--- src/rtl/countdown_controller.sv ---
// Countdown-timer sequencer: preset editing, 1 Hz decrement with borrow,
// pause/resume and a self-clearing expiry alarm. All outputs are registered.
module countdown_controller #(
  parameter int CLK_HZ     = 50_000_000,
  parameter int TICK_HZ    = 1,
  parameter int BLINK_HZ   = 2,
  parameter int ALARM_SECS = 10
) (
  input  logic       clk,
  input  logic       reset_n,
  input  logic       start_stop,
  input  logic       edit,
  input  logic       field_next,
  input  logic       inc,
  input  logic       clear,
  output logic [4:0] hours,
  output logic [5:0] minutes,
  output logic [5:0] seconds,
  output logic [1:0] edit_field,
  output logic       blink,
  output logic       running,
  output logic       alarm
);

  typedef struct packed {
    logic [4:0] hh;
    logic [5:0] mm;
    logic [5:0] ss;
  } hms_t;

  typedef enum logic [2:0] {
    S_IDLE,
    S_EDIT,
    S_RUN,
    S_PAUSE,
    S_ALARM
  } state_t;

  localparam int TICK_DIV  = (CLK_HZ / TICK_HZ) > 0 ? (CLK_HZ / TICK_HZ) : 1;
  localparam int BLINK_DIV = (CLK_HZ / (2 * BLINK_HZ)) > 0 ? (CLK_HZ / (2 * BLINK_HZ)) : 1;
  localparam int PW = TICK_DIV > 1 ? $clog2(TICK_DIV) : 1;
  localparam int BW = BLINK_DIV > 1 ? $clog2(BLINK_DIV) : 1;
  localparam int AW = ALARM_SECS > 1 ? $clog2(ALARM_SECS + 1) : 1;

  localparam logic [PW-1:0] PRE_LAST   = PW'(TICK_DIV - 1);
  localparam logic [BW-1:0] BLINK_LAST = BW'(BLINK_DIV - 1);
  localparam logic [AW-1:0] ALARM_LAST = AW'(ALARM_SECS - 1);

  state_t          state;
  hms_t            preset;
  hms_t            count;
  hms_t            disp;
  hms_t            count_dec;
  hms_t            preset_inc;
  logic [PW-1:0]   presc;
  logic [BW-1:0]   blink_cnt;
  logic [AW-1:0]   alarm_cnt;
  logic            tick;

  assign hours   = disp.hh;
  assign minutes = disp.mm;
  assign seconds = disp.ss;

  // The prescaler only advances while the countdown or alarm is live.
  assign tick = ((state == S_RUN) || (state == S_ALARM)) && (presc == PRE_LAST);

  always_comb begin
    count_dec = count;
    if (count.ss != 6'd0) begin
      count_dec.ss = count.ss - 6'd1;
    end else begin
      count_dec.ss = 6'd59;
      if (count.mm != 6'd0) begin
        count_dec.mm = count.mm - 6'd1;
      end else begin
        count_dec.mm = 6'd59;
        count_dec.hh = count.hh - 5'd1;
      end
    end
  end

  // Fields wrap independently; editing never carries into a neighbour.
  always_comb begin
    preset_inc = preset;
    case (edit_field)
      2'd0:    preset_inc.hh = (preset.hh == 5'd23) ? 5'd0 : preset.hh + 5'd1;
      2'd1:    preset_inc.mm = (preset.mm == 6'd59) ? 6'd0 : preset.mm + 6'd1;
      2'd2:    preset_inc.ss = (preset.ss == 6'd59) ? 6'd0 : preset.ss + 6'd1;
      default: preset_inc = preset;
    endcase
  end

  always_ff @(posedge clk or negedge reset_n) begin
    if (!reset_n) begin
      state      <= S_IDLE;
      preset     <= '0;
      count      <= '0;
      disp       <= '0;
      presc      <= '0;
      blink_cnt  <= '0;
      alarm_cnt  <= '0;
      edit_field <= 2'd0;
      blink      <= 1'b0;
      running    <= 1'b0;
      alarm      <= 1'b0;
    end else begin
      if (state == S_EDIT) begin
        if (blink_cnt == BLINK_LAST) begin
          blink_cnt <= '0;
          blink     <= ~blink;
        end else begin
          blink_cnt <= blink_cnt + BW'(1);
        end
      end

      case (state)
        S_IDLE: begin
          if (!clear && start_stop) begin
            if (preset != '0) begin
              state   <= S_RUN;
              count   <= preset;
              disp    <= preset;
              presc   <= '0;
              running <= 1'b1;
            end
          end else if (!clear && edit) begin
            state      <= S_EDIT;
            edit_field <= 2'd0;
            blink_cnt  <= '0;
            blink      <= 1'b0;
          end
        end

        S_EDIT: begin
          if (clear || (!start_stop && edit)) begin
            state     <= S_IDLE;
            blink     <= 1'b0;
            blink_cnt <= '0;
          end else if (!start_stop && field_next) begin
            edit_field <= (edit_field == 2'd2) ? 2'd0 : edit_field + 2'd1;
          end else if (!start_stop && inc) begin
            preset <= preset_inc;
            disp   <= preset_inc;
          end
        end

        S_RUN: begin
          if (clear) begin
            state   <= S_IDLE;
            disp    <= preset;
            running <= 1'b0;
          end else begin
            // A pause in the same cycle as a tick keeps the completed second.
            if (tick) begin
              count <= count_dec;
              disp  <= count_dec;
              presc <= '0;
            end else if (!start_stop) begin
              presc <= presc + PW'(1);
            end
            if (tick && (count_dec == '0)) begin
              state     <= S_ALARM;
              alarm_cnt <= '0;
              alarm     <= 1'b1;
              running   <= 1'b0;
            end else if (start_stop) begin
              state   <= S_PAUSE;
              running <= 1'b0;
            end
          end
        end

        S_PAUSE: begin
          if (clear) begin
            state <= S_IDLE;
            disp  <= preset;
          end else if (start_stop) begin
            state   <= S_RUN;
            running <= 1'b1;
          end
        end

        S_ALARM: begin
          if (clear || start_stop || edit) begin
            state <= S_IDLE;
            disp  <= preset;
            alarm <= 1'b0;
          end else if (tick) begin
            presc <= '0;
            if (alarm_cnt == ALARM_LAST) begin
              state <= S_IDLE;
              disp  <= preset;
              alarm <= 1'b0;
            end else begin
              alarm_cnt <= alarm_cnt + AW'(1);
            end
          end else begin
            presc <= presc + PW'(1);
          end
        end

        default: begin
          state   <= S_IDLE;
          disp    <= preset;
          running <= 1'b0;
          alarm   <= 1'b0;
          blink   <= 1'b0;
        end
      endcase
    end
  end

endmodule
--- config.mk ---
export PLATFORM = sky130hd
export DESIGN_NAME = countdown_controller
export DESIGN_NICKNAME = d
export VERILOG_FILES = /design/src/rtl/countdown_controller.sv
export SDC_FILE = /design/constraint.sdc
export NUM_CORES = 1
export LEC_CHECK = 0
export CORE_MARGIN = 4
export CORE_UTILIZATION = 55
export CTS_CLUSTER_DIAMETER = 40
export CTS_CLUSTER_SIZE = 28
export DETAILED_ROUTE_END_ITERATION = 16
export PLACE_DENSITY = 0.79
export SLEW_MARGIN = 20
export SYNTH_ARGS = -nofsm -noshare
export SYNTH_HDL_FRONTEND = slang
export SYNTH_SLANG_ARGS = --single-unit
--- constraint.sdc ---
create_clock -name clk -period 2.55 [get_ports clk]
set_input_delay 0.3825 -clock clk [delete_from_list [all_inputs] [get_ports clk]]
set_output_delay 0.3825 -clock clk [all_outputs]
set_load 0.01 [all_outputs]
==> results of run 1 <==
## layer usage
layer / wire, um / up-vias / track usage
li1: - / 3089 / -
met1: 7840 / 3290 / 0.338
met2: 10800 / 321 / 0.511
met3: 1270 / 64 / 0.0589
met4: 582 / 0 / 0.102
met5: 0 / - / 0
## layout make-up
class,count,area (sq um),share of cell area
clock inverters,10,131,0.0148
well taps,168,210,0.0236
multi-input cells,617,4090,0.459
flip-flops and latches,113,2830,0.318
clock buffers,22,484,0.0544
inverters,25,93.8,0.0105
repair buffers,121,1070,0.120
## worst max path at each step
stage | end | from
2_1_floorplan | alarm_cnt[0]$_DFFE_PN0P_ | count[0]$_DFFE_PN0P_
3_3_place_gp | presc[23]$_DFFE_PN0P_ | start_stop
3_5_place_dp | presc[23]$_DFFE_PN0P_ | presc[10]$_DFFE_PN0P_
4_1_cts | alarm_cnt[0]$_DFFE_PN0P_ | count[1]$_DFFE_PN0P_
5_1_grt | alarm_cnt[0]$_DFFE_PN0P_ | presc[11]$_DFFE_PN0P_
6_report | alarm_cnt[0]$_DFFE_PN0P_ | presc[11]$_DFFE_PN0P_
## cells by family (layout without fill, tap and decap cells)
family	Yosys count	after routing	share of synthesized area
mux	30	30	0.0480
xor+xnor	37	37	0.0471
buf+inv	66	178	0.0378
simple gates	346	346	0.255
compound gates	189	189	0.174
flops	113	113	0.411
fa+ha+maj	15	15	0.0273
## cells in the final DEF (no fill, tap or decap), drive strengths merged, types with 7 or more instances in the layout
master	instances
a21oi	35
a31oi	9
and3	14
buf	91
clkbuf	24
clkdlybuf4s50	27
dfrtp	113
ha	15
inv	25
mux2	24
nand2	90
nand2b	12
nand3	30
nand4	13
nor2	83
nor3	29
nor3b	7
nor4	16
o21ai	69
o31ai	18
or3	12
xnor2	13
xor2	24
## per-stage QoR
| stage | hold WS, ps | cells |
|---|---|---|
| 6_report | 463 | 1076 |
| 5_1_grt | 501 | 1076 |
| 4_1_cts | 476 | 1071 |
| 3_5_place_dp | 368 | 1037 |
| 3_3_place_gp | 360 | 1037 |
| 2_1_floorplan | 86.9 | 796 |
## power by group through the flow
| stage | Sequential [mW] | Combinational [mW] | Clock, mW |
|---|---|---|---|
| 6_report | 2.52 | 3.47 | 2.48 |
| 5_1_grt | 2.57 | 3.74 | 2.60 |
| 4_1_cts | 2.50 | 3.10 | 2.48 |
| 3_5_place_dp | 2.52 | 3.05 | 0 |
| 3_3_place_gp | 2.50 | 2.96 | 0 |
| 2_1_floorplan | 2.52 | 1.77 | 0 |
## worst reg2reg max path, stage by stage, from the launching register on
cell	delay, ps
dfrtp_1	390
or4b_4	550
nor4_4	200
nand4_1	170
buf_4	190
nor4_4	290
and2_4	190
a31oi_2	140
mux2_2	310
## state kept, by name (all words and copies together), names as in the netlist
name and count:
alarm_cnt 4, seconds 6, count 17, edit_field 2, presc 26, blink_cnt 24
minutes 6, hours 5, blink 1, running 1, state 3, preset 17
alarm 1
## timing repair
action	CTS	global route
resized for setup	6	52
pin swaps	1	6
endpoints found under the hold margin	32	0
setup buffers	1	3
setup endpoints to repair	15	48
hold buffers	1	0
gates cloned	0	2
==> out/results.tsv, run 1 <==
stage	metric	value	unit
min_path	Hold Path Class	input pin to async pin	
power_and_ir_drop	Pwr Total	8.47	mW
floorplan	Die H	120	um
placed_design	Final Wtd Congestion	0.939	
routing	routed vias/inst	6.29	
clock_tree	TritonCTS clock tree	done	
placed_design	Placed Instance Area	7920	sq um
sta	Final period util	0.999	
clock_tree	CTS Root Cell	clkbuf_16	
power_and_ir_drop	Switching Fraction	0.366	
setup_path	crit-path cells	or4b_4 -> nor4_4 -> nand4_1 -> buf_4 -> nor4_4 -> and2_4 -> a31oi_2 -> mux2_2	
logic_synthesis	Net Count, Synth	818	
power_and_ir_drop	Sequential Power Share	0.298	
clock_tree	TritonCTS Buffers	17	
power_and_ir_drop	VDD IR max	0.000715	V
clock_tree	CTS Sinks	113	
sta	number of slew-limit violations in the final report	0	
floorplan	# rows	40	
floorplan	total core area	12100	sq um
routing	first-pass iteration count of the detailed router	7	
sta	setup_tns	0	ps
logic_synthesis	Synth Register Bits	113	
setup_path	worst reg2reg path depth	8	
final_layout	area delta synth->final	29.4	%
power_and_ir_drop	Leakage	3.92	nW
floorplan	I/O pin total	29	
logic_synthesis	EDFF count, synth	0	
routing	number of routed nets with antenna violations	0	
setup_path	Top delay family on crit path	simple AND/OR/NAND/NOR gates	
sta	RSZ-0062 raised after global routing	true	
sta	Fmax	0.392	GHz
setup_path	CP Depth	8	
floorplan	Starting Density	0.568	
power_and_ir_drop	P_int	5.37	mW
clock_tree	H-tree depth	4	
logic_synthesis	Synth async-reset ratio	1.00	
sta	Final min period	2550	ps
placed_design	Final HPWL DP	13700	um
setup_path	RR Startpoint	presc[11]$_DFFE_PN0P_	
grt	first-pass GRT wire length	33100	um
setup_path	Buf+Inv Stages, Crit Path	1	
logic_synthesis	Synth top area share	0.411	
logic_synthesis	most frequent cells after synthesis	dfrtp_1, nand2_1, nor2_1	
setup_path	flop-to-flop setup slack	2	ps
logic_synthesis	Synth area leader	dfrtp_1	
floorplan	Die ar.	14400	sq um
sta	worst-margin pin slew	889	ps
grt	initial antenna violation count	0	
logic_synthesis	Syn Area/Cell	8.64	sq um
setup_path	Worst R2R End	alarm_cnt[0]$_DFFE_PN0P_	
sta	Clock Skews	8.99	ps
logic_synthesis	Yosys cell types	62	
grt	largest net degree at the start of global routing	56	
sta	Final setup violation count	0	
final_layout	filler cell count	870	
logic_synthesis	yosys warns	0	
placed_design	Port Buffers	28	
clock_tree	Clk pin slew, worst setup/hold paths	60	ps
setup_path	Critical Path Most Common Cell	nor4_4	
grt	all-layer global routing usage	0.285	
routing	Routed WL	20500	um
clock_tree	Worst-Skew Late Latency	420	ps
final_layout	Final Instance Area	8900	sq um
final_layout	Util after Layout	0.735	
grt	vias in the first global route	6742	
placed_design	Post-Place Worst Slack	-103	ps
sta	fin worst setup slack	2.18	ps
routing	vias	6764	
routing	First DRT Iteration DRCs	773	
run	max-cap violation count	0	
power_and_ir_drop	Sw Pwr	3.10	mW
setup_path	critical path's slowest cell	or4b_4	
logic_synthesis	main area contributors after synthesis	dfrtp_1, o21ai_0, nand2_1	
setup_path	worst stage delay on the critical path	550	ps
setup_path	crit path DAT	2850	ps
grt	grt ovf	0	
final_layout	ant diodes	0	
logic_synthesis	Syn Inst Count	796	
setup_path	CP required	2850	ps
final_layout	fraction of layout cells with a size suffix above 1	0.207	
sta	max_slew headroom	0.404	
floorplan	Die X	120	um
power_and_ir_drop	Pwr Density	951	nW/um^2
setup_path	Max FO, Critical Path	4	
logic_synthesis	sequential fraction of the synthesis area	0.411	
setup_path	critical path endpoint category	flop	
routing	drt drc	0	
clock_tree	Clock Path Buffers	2	
power_and_ir_drop	Logic pwr share	0.410	
setup_path	Startpoint Class	flop	
power_and_ir_drop	Clock Power Share	0.293	
routing	DR WL/cell	19.1	um
logic_synthesis	most frequent cell after synthesis	dfrtp_1	
run_status	run status	finished clean	
logic_synthesis	Mapped Area	6880	sq um
logic_synthesis	Main synth FF type	dfrtp_1	
setup_path	Crit Path Class	flop to flop	
sta	final hold vios	0	
final_layout	Layout Nets	917	
Power figures use the tool's default switching activity.
==> inputs of run 2 (changes only) <==
Settings changed: GPL_TIMING_DRIVEN from default to 0.
==> run 2 against run 1 <==
The run now ends with negative setup slack left. Flip-flop and latch count stayed put. Worst setup slack lost 380 ps. Power up 5.2%. Clock power is essentially flat. Critical endpoint is now presc[8]$_DFFE_PN0P_. Largest power group unchanged.
==> out/results.tsv, run 2 (synthesized netlist as in run 1, its figures left out) <==
stage	metric	value	unit
setup_path	Max FO, Critical Path	5	
placed_design	Port Buffers	26	
placed_design	Final HPWL DP	13200	um
routing	DR WL/cell	20.0	um
final_layout	fin cells	1056	
sta	max_slew headroom	0.464	
routing	first-pass iteration count of the detailed router	7	
clock_tree	Clk pin slew, worst setup/hold paths	50	ps
power_and_ir_drop	Leakage	3.83	nW
power_and_ir_drop	Clock Power Share	0.279	
final_layout	ant diodes	0	
floorplan	Die H	120	um
clock_tree	Worst-Skew Late Latency	420	ps
grt	met3 usage in global routing	0.0556	
grt	largest net degree at the start of global routing	66	
run_status	failing checks	negative setup slack	
sta	Clock Skews	8.68	ps
grt	M1 GR Usage	0.360	
sta	worst-margin pin slew	797	ps
sta	Fmax	0.342	GHz
sta	final hold vios	0	
routing	routed vias/inst	6.50	
placed_design	Post-Place Cells	991	
final_layout	filler cell count	843	
grt	all-layer global routing usage	0.293	
sta	Final period util	1.15	
grt	Most Used Layer, Global Route	met2	
power_and_ir_drop	Sw Pwr	3.39	mW
power_and_ir_drop	P_int	5.51	mW
final_layout	most flop-heavy register	presc	
final_layout	most common cell after layout, fill and taps aside	dfrtp_1	
sta	Final setup violation count	46	
grt	met2 GRT Util	0.495	
placed_design	Final Wtd Congestion	0.929	
setup_path	critical path endpoint category	flop	
setup_path	critical path's slowest cell	or4b_4	
power_and_ir_drop	Pwr Density	986	nW/um^2
power_and_ir_drop	Sequential Power Share	0.296	
routing	Routed WL	21200	um
floorplan	Starting Density	0.568	
floorplan	Die X	120	um
routing	First DRT Iteration DRCs	799	
routing	number of routed nets with antenna violations	0	
power_and_ir_drop	Switching Fraction	0.381	
sta	Final min period	2930	ps
run_status	run status	complete, but fails checks	
setup_path	crit-path cells	or4b_4 -> nor4_4 -> nand4_1 -> a221o_2 -> buf_6 -> clkbuf_16 -> o21ai_0 -> o21ai_0	
min_path	Hold Path Class	input pin to flop	
grt	grt ovf	0	
sta	RSZ-0062 raised after global routing	true	
clock_tree	H-tree depth	4	
final_layout	FF+latch area	2830	sq um
final_layout	multi-input logic area	4400	sq um
floorplan	# rows	40	
setup_path	Crit Path Class	flop to flop	
clock_tree	CTS Root Cell	clkbuf_16	
final_layout	area delta synth->final	31.3	%
grt	first-pass GRT wire length	33700	um
grt	initial antenna violation count	0	
floorplan	I/O pin total	29	
run	max-cap violation count	0	
final_layout	Layout Nets	897	
placed_design	Post-Place Worst Slack	-631	ps
grt	vias in the first global route	6652	
setup_path	crit path DAT	3190	ps
setup_path	CP required	2820	ps
clock_tree	CTS Sinks	113	
clock_tree	TritonCTS clock tree	done	
final_layout	fraction of layout cells with a size suffix above 1	0.218	
sta	number of slew-limit violations in the final report	0	
power_and_ir_drop	Logic pwr share	0.424	
power_and_ir_drop	Pwr Total	8.91	mW
final_layout	Util after Layout	0.746	
final_layout	Largest register FFs	26	
clock_tree	Clock Path Buffers	2	
setup_path	worst stage delay on the critical path	560	ps
routing	vias	6864	
power_and_ir_drop	VDD IR max	0.000931	V
final_layout	Top Registers	presc x26, blink_cnt x24	
setup_path	Startpoint Class	flop	
setup_path	Critical Path Most Common Cell	o21ai_0	
floorplan	Die ar.	14400	sq um
clock_tree	TritonCTS Buffers	17	
routing	drt drc	0	
final_layout	commonest non-fill, non-tap cells in the layout	dfrtp_1, nand2_1, nor2_1	
sta	fin worst setup slack	-377	ps
floorplan	total core area	12100	sq um
run 2: changes by cell type in the layout (fill, tap and decap cells not counted), sizes merged:
cell	delta
clkinvlp	+2
buf	-44
clkdlybuf4s50	-2
clkbuf	+27
clkinv	-3
run 2: repair_timing:
| action | in CTS | in global routing |
|---|---|---|
| gates cloned | 3 | 1 |
| setup buffers | 20 | 12 |
| gates resized for setup | 129 | 59 |
| hold endpoints to repair | 48 | 0 |
| endpoints found under the setup margin | 85 | 89 |
| hold buffers | 1 | 0 |
| pin swaps | 27 | 16 |
run 2: layout make-up:
cell class	count	share of cell area
plain buffers	39	0.0276
clock buffers	23	0.0551
multi-input cells	617	0.487
repair buffers	62	0.0684
inverters	25	0.0109
flip-flops and latches	113	0.314
clock inverters	9	0.0141
well taps	168	0.0233
run 2: power groups by stage:
stage               Clock [mW]  Sequential [mW]  Combinational [mW]
finish                    2.49             2.64                3.78
global route              2.59             2.69                4.02
CTS                       2.51             2.59                3.45
detailed placement           0             2.57                2.66
global placement             0             2.55                2.57
floorplan                    0             2.52                1.77
run 2: worst max-delay path: cells and delay by family (launching register included):
kind                   cells  cell delay, ps
AND/OR/NAND/NOR            3            1120
AO/OA/AOI/OAI              3             930
flip-flops                 1             400
buffers and inverters      2             330
run 2: worst paths after layout:
path                                   startpoint                      to  slack (ps)  depth (start not counted)
min in group asynchronous                 reset_n   presc[14]$_DFFE_PN0P_         480                          2
hold reg to reg            minutes[5]$_DFFE_PN0P_  minutes[5]$_DFFE_PN0P_         510                          1
setup / recovery            presc[11]$_DFFE_PN0P_    presc[8]$_DFFE_PN0P_        -380                          8
max in group asynchronous                 reset_n   preset[6]$_DFFE_PN0P_        1370                          3
hold / removal                         start_stop    state[1]$_DFFE_PN0P_         440                          3
setup reg to reg            presc[11]$_DFFE_PN0P_    presc[8]$_DFFE_PN0P_        -380                          8
run 2: routing by layer:
layer,share of wire,up-vias
met5,0,-
met2,0.49,359
met1,0.40,3363
li1,-,3057
met3,0.064,85
met4,0.048,0
run 2: stage by stage:
stage	instance area (sq um)	hold WS (ps)	TNS, ps
6_report	9030	444	-6760
5_1_grt	9030	472	-11210
4_1_cts	8750	409	-1140
3_5_place_dp	7390	351	-31370
3_3_place_gp	7360	467	-388670
2_1_floorplan	6890	86.9	0
